--- config.mk ---
export PLATFORM = sky130hd
export DESIGN_NAME = regbank_access_arbiter
export DESIGN_NICKNAME = d
export VERILOG_FILES = /design/src/rtl/regbank_access_arbiter.sv
export SDC_FILE = /design/constraint.sdc
export NUM_CORES = 1
export LEC_CHECK = 0
export CORE_MARGIN = 2
export CORE_UTILIZATION = 30
export CTS_BUF_LIST = sky130_fd_sc_hd__clkbuf_8
export DETAILED_ROUTE_END_ITERATION = 8
export GPL_TIMING_DRIVEN = 0
export MAX_ROUTING_LAYER = met4
export PLACE_DENSITY = 0.72
export SLEW_MARGIN = 20
export SYNTH_ARGS = -nofsm -noshare
export SYNTH_HDL_FRONTEND = slang
export SYNTH_SLANG_ARGS = --single-unit
--- constraint.sdc ---
create_clock -name clk -period 1.3 [get_ports clk]
set_input_delay 0.195 -clock clk [delete_from_list [all_inputs] [get_ports clk]]
set_output_delay 0.195 -clock clk [all_outputs]
set_load 0.005 [all_outputs]
--- src/rtl/regbank_access_arbiter.sv ---
// Round-robin access controller for a bank of falling-edge register flops.
// Grants one read or write per two cycles and runs a walking sequential clear.
module regbank_access_arbiter #(
  parameter int DATA_W = 8,
  parameter int NREG   = 4,
  parameter int ADDR_W = 2
) (
  input  logic                     clk,
  input  logic                     sync_reset_n,
  input  logic                     req0,
  input  logic                     we0,
  input  logic [ADDR_W-1:0]        addr0,
  input  logic [DATA_W-1:0]        wdata0,
  input  logic                     req1,
  input  logic                     we1,
  input  logic [ADDR_W-1:0]        addr1,
  input  logic [DATA_W-1:0]        wdata1,
  output logic                     gnt0,
  output logic                     gnt1,
  output logic                     rvalid0,
  output logic                     rvalid1,
  output logic [DATA_W-1:0]        rdata,
  input  logic                     clr_req,
  output logic                     clr_busy,
  output logic [NREG-1:0]          bank_load,
  output logic [DATA_W-1:0]        bank_d,
  output logic                     bank_clr,
  input  logic [NREG*DATA_W-1:0]   bank_q
);

  typedef enum logic [1:0] {
    IDLE  = 2'd0,
    SERVE = 2'd1,
    CLEAR = 2'd2
  } state_t;

  localparam logic [ADDR_W-1:0] LAST_IDX = ADDR_W'(NREG - 1);

  state_t            state;
  logic              last_gnt1;
  logic [ADDR_W-1:0] clr_idx;

  logic              pick1;
  logic              sel_we;
  logic [ADDR_W-1:0] sel_addr;
  logic [DATA_W-1:0] sel_wdata;
  logic [DATA_W-1:0] q_arr [NREG];

  function automatic logic [NREG-1:0] onehot(input logic [ADDR_W-1:0] idx);
    onehot = NREG'(1) << idx;
  endfunction

  for (genvar i = 0; i < NREG; i++) begin : g_unpack
    assign q_arr[i] = bank_q[i*DATA_W +: DATA_W];
  end

  // The bank clears at the falling edge inside any reset cycle.
  assign bank_clr = ~sync_reset_n;

  // Contention goes to whoever did not win last; a lone request simply wins.
  always_comb begin
    // NOTE: every always_comb output gets a default first so no path infers a latch.
    pick1 = 1'b0;
    if (req0 && req1) begin
      pick1 = ~last_gnt1;
    end else begin
      pick1 = req1;
    end
    sel_we    = pick1 ? we1    : we0;
    sel_addr  = pick1 ? addr1  : addr0;
    sel_wdata = pick1 ? wdata1 : wdata0;
  end

  always_ff @(posedge clk) begin
    // NOTE: sequential state uses non-blocking assignments only, so every flop
    // samples pre-edge values regardless of statement order.
    if (!sync_reset_n) begin
      state     <= IDLE;
      gnt0      <= 1'b0;
      gnt1      <= 1'b0;
      rvalid0   <= 1'b0;
      rvalid1   <= 1'b0;
      rdata     <= '0;
      clr_busy  <= 1'b0;
      bank_load <= '0;
      bank_d    <= '0;
      last_gnt1 <= 1'b1;
      clr_idx   <= '0;
    end else begin
      gnt0      <= 1'b0;
      gnt1      <= 1'b0;
      rvalid0   <= 1'b0;
      rvalid1   <= 1'b0;
      bank_load <= '0;
      clr_busy  <= 1'b0;
      unique case (state)
        IDLE: begin
          if (clr_req) begin
            // Entry already loads register 0, giving exactly NREG busy cycles.
            state     <= CLEAR;
            clr_busy  <= 1'b1;
            bank_load <= onehot('0);
            bank_d    <= '0;
            clr_idx   <= ADDR_W'(1);
          end else if (req0 || req1) begin
            state     <= SERVE;
            last_gnt1 <= pick1;
            gnt0      <= ~pick1;
            gnt1      <= pick1;
            if (sel_we) begin
              bank_load <= onehot(sel_addr);
              bank_d    <= sel_wdata;
            end else begin
              rdata   <= q_arr[sel_addr];
              rvalid0 <= ~pick1;
              rvalid1 <= pick1;
            end
          end
        end
        SERVE: begin
          state <= IDLE;
        end
        CLEAR: begin
          clr_busy  <= 1'b1;
          bank_load <= onehot(clr_idx);
          bank_d    <= '0;
          if (clr_idx == LAST_IDX) begin
            state   <= IDLE;
            clr_idx <= '0;
          end else begin
            clr_idx <= clr_idx + ADDR_W'(1);
          end
        end
        default: begin
          state <= IDLE;
        end
      endcase
    end
  end

  a_gnt_excl : assert property (@(posedge clk) disable iff (!sync_reset_n)
    !(gnt0 && gnt1));
  a_load_onehot : assert property (@(posedge clk) disable iff (!sync_reset_n)
    $onehot0(bank_load));

endmodule

**Word level (Yosys, flattened, before mapping)**

Index checks and enable logic that the tools add are counted.

- Add/subtract/negate cells: 1
- $lt $le $gt $ge: 1
- Eq/ne operators: 6
- Shift-type cells: 2
- Mux-type cells: 24
- Bitwise gates (word level): 8
- Reductions and logical operators: 11

Operators with widths:

| operator | number |
|---|---|
| two-way mux 8 bit | 6 |
| binary-select mux 8 bit (select 2 bit) | 1 |
| one-hot mux 8 bit (2 select lines) | 1 |
| two-way mux 2 bit | 6 |
| two-way mux 4 bit | 3 |
| one-hot mux 2 bit (2 select lines) | 2 |
| one-hot mux 4 bit (2 select lines) | 1 |
| left shift 1 x 2 -> 4 bit (first input constant) | 2 |
| inverter 1 bit | 7 |
| inequality test 3 bit (second input constant) | 2 |
| AND reduction 3 bit | 2 |
| OR reduction 5 bit | 1 |
| == test 2 bit (second input constant) | 2 |
| inequality test 2 bit (second input constant) | 2 |
| AND reduction 2 bit | 2 |
| AND reduction 4 bit | 1 |
| OR reduction 4 bit | 1 |
| greater-or-equal comparator 3 bit (second input constant) | 1 |
| two-way mux 1 bit | 3 |
| inverter 2 -> 3 bit | 1 |
| adder 2 x 1 -> 2 bit (second input constant) | 1 |
| logical NOT 2 bit | 1 |
| one-hot mux 1 bit (2 select lines) | 1 |
| nonzero test 2 bit | 1 |
| other kinds (2) | 2 |

- Register bits: 30
- Input bits: 59
- Output and inout port bits: 26
- Word-level logic and storage cells: 64

**Logic depth before layout (Yosys ltp)**

Gate-level depths: netlist of run 1.

- Depth in word-level cells: 8
- Mapped depth: 6
- Mapped depth without buffers: 5

**Worst setup path before layout of run 1**

Ideal clock, no wire load.

- Kind: flip-flop to flip-flop
- From: register last_gnt1
- To: register rdata[4]
- Setup time: 0.136 ns
- Arrival: 1.339 ns
- Setup slack: -0.175 ns
- Cell stages (with the launch flop): 6
- Cells stage by stage: dfxtp_1 -> a21boi_4 -> mux2i_2 -> and2_1 -> buf_6 -> a311oi_2

- Word-level cells in the longest chain between the ends: 7
- Elaborated cells between the ends (all ways): 10
- Those cells by class: 6 x mux; 3 x bitwise; 1 x reduce/logical

RTL lines:

| element | line | text |
|---|---|---|
| start: declaration | 40 | `logic last_gnt1;` |
| start signal: assignment | 107 | `last_gnt1 <= pick1;` |
| inverter 1 bit * | 65 | `pick1 = ~last_gnt1;` |
| two-way mux 1 bit * | 64 | `if (req0 && req1) begin` |
| two-way mux 2 bit | 70 | `sel_addr = pick1 ? addr1 : addr0;` |
| inverter 2 -> 3 bit (not written as such) | 114 | `rdata <= q_arr[sel_addr];` |
| binary-select mux 8 bit (select 2 bit) | 114 |  |
| two-way mux 8 bit (not written as such) (2 in series) | 114 |  |
| end signal: assignment | 114 |  |
| end: declaration | 22 | `output logic [DATA_W-1:0] rdata,` |

Mark *: on every way between the ends. The rest lies on a longest branch, timed or not. The select of a mux whose other input is x is not followed.
A chain may end at the register's enable or synchronous reset.

**Worst setup path in the final report of run 1**

- From: register last_gnt1
- To: register rdata[0]

The elaborated chain is that of the path after synthesis.

==> flow_summary_export.csv, run 1 <==
group,metric,value,unit
route,routed_wl,5980,um
worst_setup_path,r2r_slack,-0.22,ns
floorplan,pin_count,85,
synthesis,synthFlopType,"dfxtp_1",
sta,tightest_slew,0.442,ns
power,ir_drop,0.000466,V
global_routing,antenna_found_initial,0,
worst_setup_path,end_kind,"flip-flop",
cells_and_area,syn2layout_area_growth,76.7,%
power,total_power,2.66,mW
synthesis,syn_avg_cell_area,7.97,um^2
hold_path,hp-class,"in -> reg",
synthesis,ys_ff_latch,30,
cells_and_area,fillers,530,
worst_setup_path,cp_max_fo,5,
sta,slew_viol_final,0,
floorplan,die_h,81.5,um
clock_network,root_buffer,"clkbuf_8",
synthesis,yosysWarnings,0,
synthesis,syn_area,0.00180,mm^2
clock_network,cts_hold_buffers,0,
route,drtIter0Drc,75,
clock_network,clock_sinks,30,
global_routing,grt_max_degree,11,
sta,fin_crit_sh,1.17,
synthesis,yosysSeqAreaShare,0.334,
cells_and_area,final_common_cell,"clkdlybuf4s50_1",
synthesis,synth-compound-area-share,0.259,
hold_path,whs_path_depth,3,
route,vias,2059,
global_routing,grt_pass1_vias,1862,
worst_setup_path,cp_data_arrival_time,1.71,ns
route,wl_per_cell,14.6,um
job,maxCapViolations,0,
worst_setup_path,r2r_end,"rdata[0]$_SDFFE_PN0P_",
sta,holdWs,0.290,ns
route,viasPerCell,5.03,
sta,rsz0062_at_grt,"true",
floorplan,die_w,81.5,um
clock_network,htreeDepth,2,
floorplan,start_util,0.308,
synthesis,ys_types,31,
route,drc,0,
synthesis,yosys.area_share.simple,0.232,
worst_setup_path,rr_startpoint,"last_gnt1$_SDFFE_PN1P_",
floorplan,coreArea,0.00585,mm^2
synthesis,synth_edf_count,0,
cells_and_area,n_antenna_cell,0,
placement,portBuffers,84,
placement,gp_congestion,0.802,
status,violations,"negative setup slack",
cells_and_area,layout_common_cells,"clkdlybuf4s50_1 (54), nand2_1 (47), a21oi_1 (27), dfxtp_1 (27)",
cells_and_area,drive_gt1_frac,0.180,
power,powerDensity,837,mW/mm^2
global_routing,grt_pass1_wl,8980,um
worst_setup_path,cp.required,1.49,ns
clock_network,cts_buffers,5,
sta,fmax,0.657,GHz
sta,clock_skew,0.00570,ns
sta,setup_viol,19,
synthesis,synth-xor-area-share,0,
synthesis,synthMuxAreaShare,0.104,
synthesis,synth_fa_ha_area_frac,0.0278,
global_routing,globalRoute.totalOverflow,0,
synthesis,synth_top_family_by_area,"compound AO/OA/AOI/OAI gates",
floorplan,rows,28,
synthesis,synth_nets,289,
cells_and_area,seqCellArea,607,um^2
worst_setup_path,crit_start,"last_gnt1$_SDFFE_PN1P_",
sta,setup_ws,-0.221,ns
global_routing,track_usage,0.184,
clock_network,cts.clk_slew.worst_paths,0.07,ns
sta,slew_headroom,0.705,
placement,dp_hpwl,4250,um
worst_setup_path,critPathKind,"reg -> reg",
hold_path,min_delay_worst_endpoint,"state[0]$_SDFFE_PN0P_",
hold_path,hp-start,"sync_reset_n",
cells_and_area,multi_input_area,0.00126,mm^2
synthesis,async_flop_share,0,
sta,post-route-min-period,1.52,ns
route,drt-pass1-iter-count,6,
floorplan,die_area,0.00664,mm^2
status,outcome,"finished with violations",
route,ant_nets,0,
power,power.leakage,1.44,nW
clock_network,cts_tree,"done",
worst_setup_path,ff2ff_path_depth,5,
clock_network,clk_latency,0.29,ns
worst_setup_path,cp-start-kind,"flip-flop",
clock_network,cts_max_path_buffers,2,
cells_and_area,nets,396,
cells_and_area,fin_util,0.544,
sta,hold_violations,0,
synthesis,syn-instance-count,226,
-- cells in the mapped netlist (all sizes together), types with 2 or more instances --
library cell,count,area (um^2)
a32oi,6,52.6
nor2,10,37.5
a22oi,5,37.5
o21ai,10,50.1
mux2i,16,164
nor3,2,10.0
clkbuf,4,15.0
a21oi,28,144
a311oi,8,76.3
and2,2,12.5
a21o,8,60.1
ha,4,50.1
mux2,2,22.5
nand2b,21,131
inv,4,15.0
buf,8,46.3
nand3b,2,15.0
dfxtp,30,601
nand2,48,180
-- worst max-delay path by stage --
stage,to,depth (start not counted)
final,rdata[0]$_SDFFE_PN0P_,5
after global placement,rdata[5]$_SDFFE_PN0P_,7
after CTS,bank_load[0]$_SDFF_PN0_,4
after global routing,rdata[2]$_SDFFE_PN0P_,5
after detailed placement,rdata[5]$_SDFFE_PN0P_,7
after floorplan,rdata[4]$_SDFFE_PN0P_,5
-- per-layer routing --
layer	vias to the layer above	track usage	wire length [um]
met2	51	0.300	2920
met3	12	0.0451	375
li1	1013	-	-
met4	0	0.0525	116
met1	983	0.227	2560
met5	-	-	0
-- stage by stage --
| stage | setup WS [ns] | setup TNS [ns] | instances | instance area [um^2] |
|---|---|---|---|---|
| floorplan | -0.113 | -1.32 | 226 | 1830 |
| global placement | -0.828 | -17.46 | 385 | 2770 |
| detailed placement | -0.858 | -17.81 | 385 | 2770 |
| CTS | -0.177 | -2.50 | 405 | 3090 |
| global route | -0.303 | -4.07 | 409 | 3180 |
| finish | -0.221 | -2.46 | 409 | 3180 |
-- power breakdown --
group	leakage, nW	total [mW]	internal, mW	switching [mW]
clock network	0.0472	0.798	0.425	0.373
logic	1.15	0.857	0.484	0.373
registers	0.246	1.01	0.974	0.0337
total	1.44	2.66	1.88	0.780
-- layout make-up --
class                      count  share of cell area
clock inverter                 2             0.00393
timing repair buffer          99               0.305
sequential                    30               0.191
tap                           75              0.0295
multi-input combinational    180               0.397
clock buffer                   6              0.0260
inverter                       5             0.00747
buffer                        12              0.0409
-- cell families after synthesis --
kind of cell             count (synthesis)
adder cells (fa/ha/maj)                  4
AND/OR/NAND/NOR                         88
multiplexers                            18
flip-flops                              30
buffers and inverters                   17
AO/OA/AOI/OAI                           69
-- worst max-delay path: stages (launching register included) --
cell	delay, ns
dfxtp_2	0.35
a21boi_4	0.15
buf_6	0.16
mux2i_4	0.34
a32oi_1	0.15
a311oi_1	0.27
-- state kept, by name, indices dropped and copies added (netlist names), 2 cells and up --
name       flops
rdata          8
bank_load      4
state          2
bank_d         8
clr_idx        2
-- timing repair --
action	CTS	global route
buffers inserted	10	4
endpoints found under the hold margin	0	0
cloned	2	0
setup endpoints to repair	44	36
gates resized for setup	62	22
pin swaps	6	3
Power figures use the tool's default switching activity.
==> run 2, diff against run 1 <==
- CORE_ASPECT_RATIO: default -> 1.1
==> run 2 against run 1 <==
The run still ends with negative setup slack left. Power grew 6.0%. Die area is essentially flat. Global-route usage grew 0.056 points. Clock power grew 21%. Register-to-register slack gained 0.03 ns. Core utilization grew 0.25 points. Fmax grew 1.9%. Count of clock-buffer cells in the layout is the same. Largest power group unchanged.
==> flow_summary_export.csv, run 2 (synthesis gave the netlist of run 1 again) <==
group,metric,value,unit
status,outcome,"finished with violations",
status,violations,"negative setup slack",
clock_network,cts_max_path_buffers,2,
worst_setup_path,end_kind,"flip-flop",
sta,setup_viol,20,
hold_path,whs_path_depth,3,
route,wl_per_cell,15.1,um
cells_and_area,final_common_cell,"clkdlybuf4s50_1",
global_routing,antenna_found_initial,0,
hold_path,hp-class,"in -> reg",
clock_network,clk_latency,0.28,ns
route,drtIter0Drc,143,
cells_and_area,layout_common_cells,"clkdlybuf4s50_1 (54), nand2_1 (47), a21oi_1 (27)",
sta,rsz0062_at_grt,"true",
sta,hold_violations,0,
floorplan,coreArea,0.00577,mm^2
route,drt-pass1-iter-count,4,
job,maxCapViolations,0,
cells_and_area,fillers,545,
placement,portBuffers,84,
worst_setup_path,r2r_end,"rdata[2]$_SDFFE_PN0P_",
cells_and_area,seqCellArea,607,um^2
global_routing,grt_pass1_wl,9310,um
floorplan,die_h,85.3,um
worst_setup_path,cp_data_arrival_time,1.65,ns
clock_network,root_buffer,"clkbuf_8",
sta,clock_skew,0.00780,ns
cells_and_area,drive_gt1_frac,0.176,
placement,gp_congestion,0.803,
sta,post-route-min-period,1.49,ns
sta,fmax,0.670,GHz
hold_path,min_delay_worst_endpoint,"state[0]$_SDFFE_PN0P_",
sta,holdWs,0.245,ns
clock_network,clock_sinks,30,
worst_setup_path,critPathTopFamily,"compound AO/OA/AOI/OAI gates",
worst_setup_path,cp_num_buf_inv,1,
sta,slew_headroom,0.695,
clock_network,cts_buffers,5,
clock_network,htreeDepth,2,
global_routing,grt_max_degree,11,
cells_and_area,post-route-cell-area,0.00315,mm^2
worst_setup_path,crit_chain,"a21boi_4 > buf_12 > mux2_4 > a32oi_2 > a311oi_2",
cells_and_area,nets,393,
global_routing,globalRoute.totalOverflow,0,
route,drc,0,
sta,tightest_slew,0.457,ns
worst_setup_path,cp-start-kind,"flip-flop",
worst_setup_path,slowest_delay,0.35,ns
worst_setup_path,ff2ff_path_depth,5,
cells_and_area,reg.largest.list,"bank_d x8, rdata x8, bank_load x4",
cells_and_area,multi_input_area,0.00126,mm^2
global_routing,track_usage,0.185,
cells_and_area,fin_util,0.546,
worst_setup_path,critPathKind,"reg -> reg",
sta,setup_ws,-0.193,ns
placement,dpl-instance-area,0.00277,mm^2
sta,slew_viol_final,0,
hold_path,hp-start,"sync_reset_n",
power,total_power,2.82,mW
route,vias,2075,
floorplan,pin_count,85,
global_routing,grt_pass1_vias,2027,
clock_network,cts.clk_slew.worst_paths,0.07,ns
floorplan,die_w,77.9,um
sta,fin_crit_sh,1.15,
route,routed_wl,6140,um
route,ant_nets,0,
power,power.leakage,1.39,nW
route,viasPerCell,5.10,
floorplan,die_area,0.00664,mm^2
power,ir_drop,0.000503,V
worst_setup_path,crit_slowest_cell,"dfxtp_2",
cells_and_area,syn2layout_area_growth,75.0,%
floorplan,start_util,0.312,
placement,dp_hpwl,4280,um
cells_and_area,n_antenna_cell,0,
power,powerDensity,896,mW/mm^2
worst_setup_path,cp_max_fo,5,
worst_setup_path,rr_startpoint,"last_gnt1$_SDFFE_PN1P_",
clock_network,cts_tree,"done",
floorplan,rows,29,
worst_setup_path,r2r_slack,-0.19,ns
worst_setup_path,cp.required,1.46,ns
-- run 2: worst max-delay path by stage --
| stage | startpoint | endpoint | cells after the start |
|---|---|---|---|
| after floorplan | last_gnt1$_SDFFE_PN1P_ | rdata[4]$_SDFFE_PN0P_ | 5 |
| after global placement | addr0[0] | rdata[2]$_SDFFE_PN0P_ | 7 |
| after detailed placement | addr1[0] | rdata[2]$_SDFFE_PN0P_ | 7 |
| after CTS | last_gnt1$_SDFFE_PN1P_ | rdata[0]$_SDFFE_PN0P_ | 6 |
| after global routing | last_gnt1$_SDFFE_PN1P_ | rdata[5]$_SDFFE_PN0P_ | 5 |
| final | last_gnt1$_SDFFE_PN1P_ | rdata[2]$_SDFFE_PN0P_ | 5 |
-- run 2: layout make-up --
| cell class | count | area share |
|---|---|---|
| inverters | 5 | 0.00755 |
| multi-input cells | 180 | 0.399 |
| well taps | 77 | 0.0306 |
| clock inverters | 1 | 0.00953 |
| plain buffers | 12 | 0.0357 |
| repair buffers | 96 | 0.299 |
| flip-flops and latches | 30 | 0.193 |
| clock buffers | 6 | 0.0262 |
-- run 2: power by group --
| group | internal [mW] | switching, mW |
|---|---|---|
| Combinational | 0.469 | 0.373 |
| Clock | 0.613 | 0.356 |
| Sequential | 0.977 | 0.0358 |
-- run 2: through the flow --
step | setup TNS, ns | setup slack, ns | instances
2_1_floorplan | -1.32 | -0.113 | 226
3_3_place_gp | -17.43 | -0.841 | 387
3_5_place_dp | -17.80 | -0.851 | 387
4_1_cts | -2.87 | -0.204 | 405
5_1_grt | -4.21 | -0.244 | 407
6_report | -2.41 | -0.193 | 407
-- run 2: worst min-delay path: cells and delay by family --
family	cells	cell delay, ns
buffers and inverters	2	0.19
AND/OR/NAND/NOR	1	0.11
-- run 2: layer usage --
metal | global-route usage | wire (um) | vias to the layer above
li1 | - | - | 1009
met1 | 0.210 | 2540 | 967
met2 | 0.305 | 2940 | 85
met3 | 0.0500 | 497 | 14
met4 | 0.0795 | 164 | 0
met5 | - | 0 | -
-- run 2: what timing repair did --
item | CTS | global route
hold buffers | 0 | 0
buffers inserted | 10 | 1
pin swaps | 10 | 8
gates resized for setup | 63 | 17
gates cloned | 1 | 1
endpoints found under the setup margin | 49 | 28
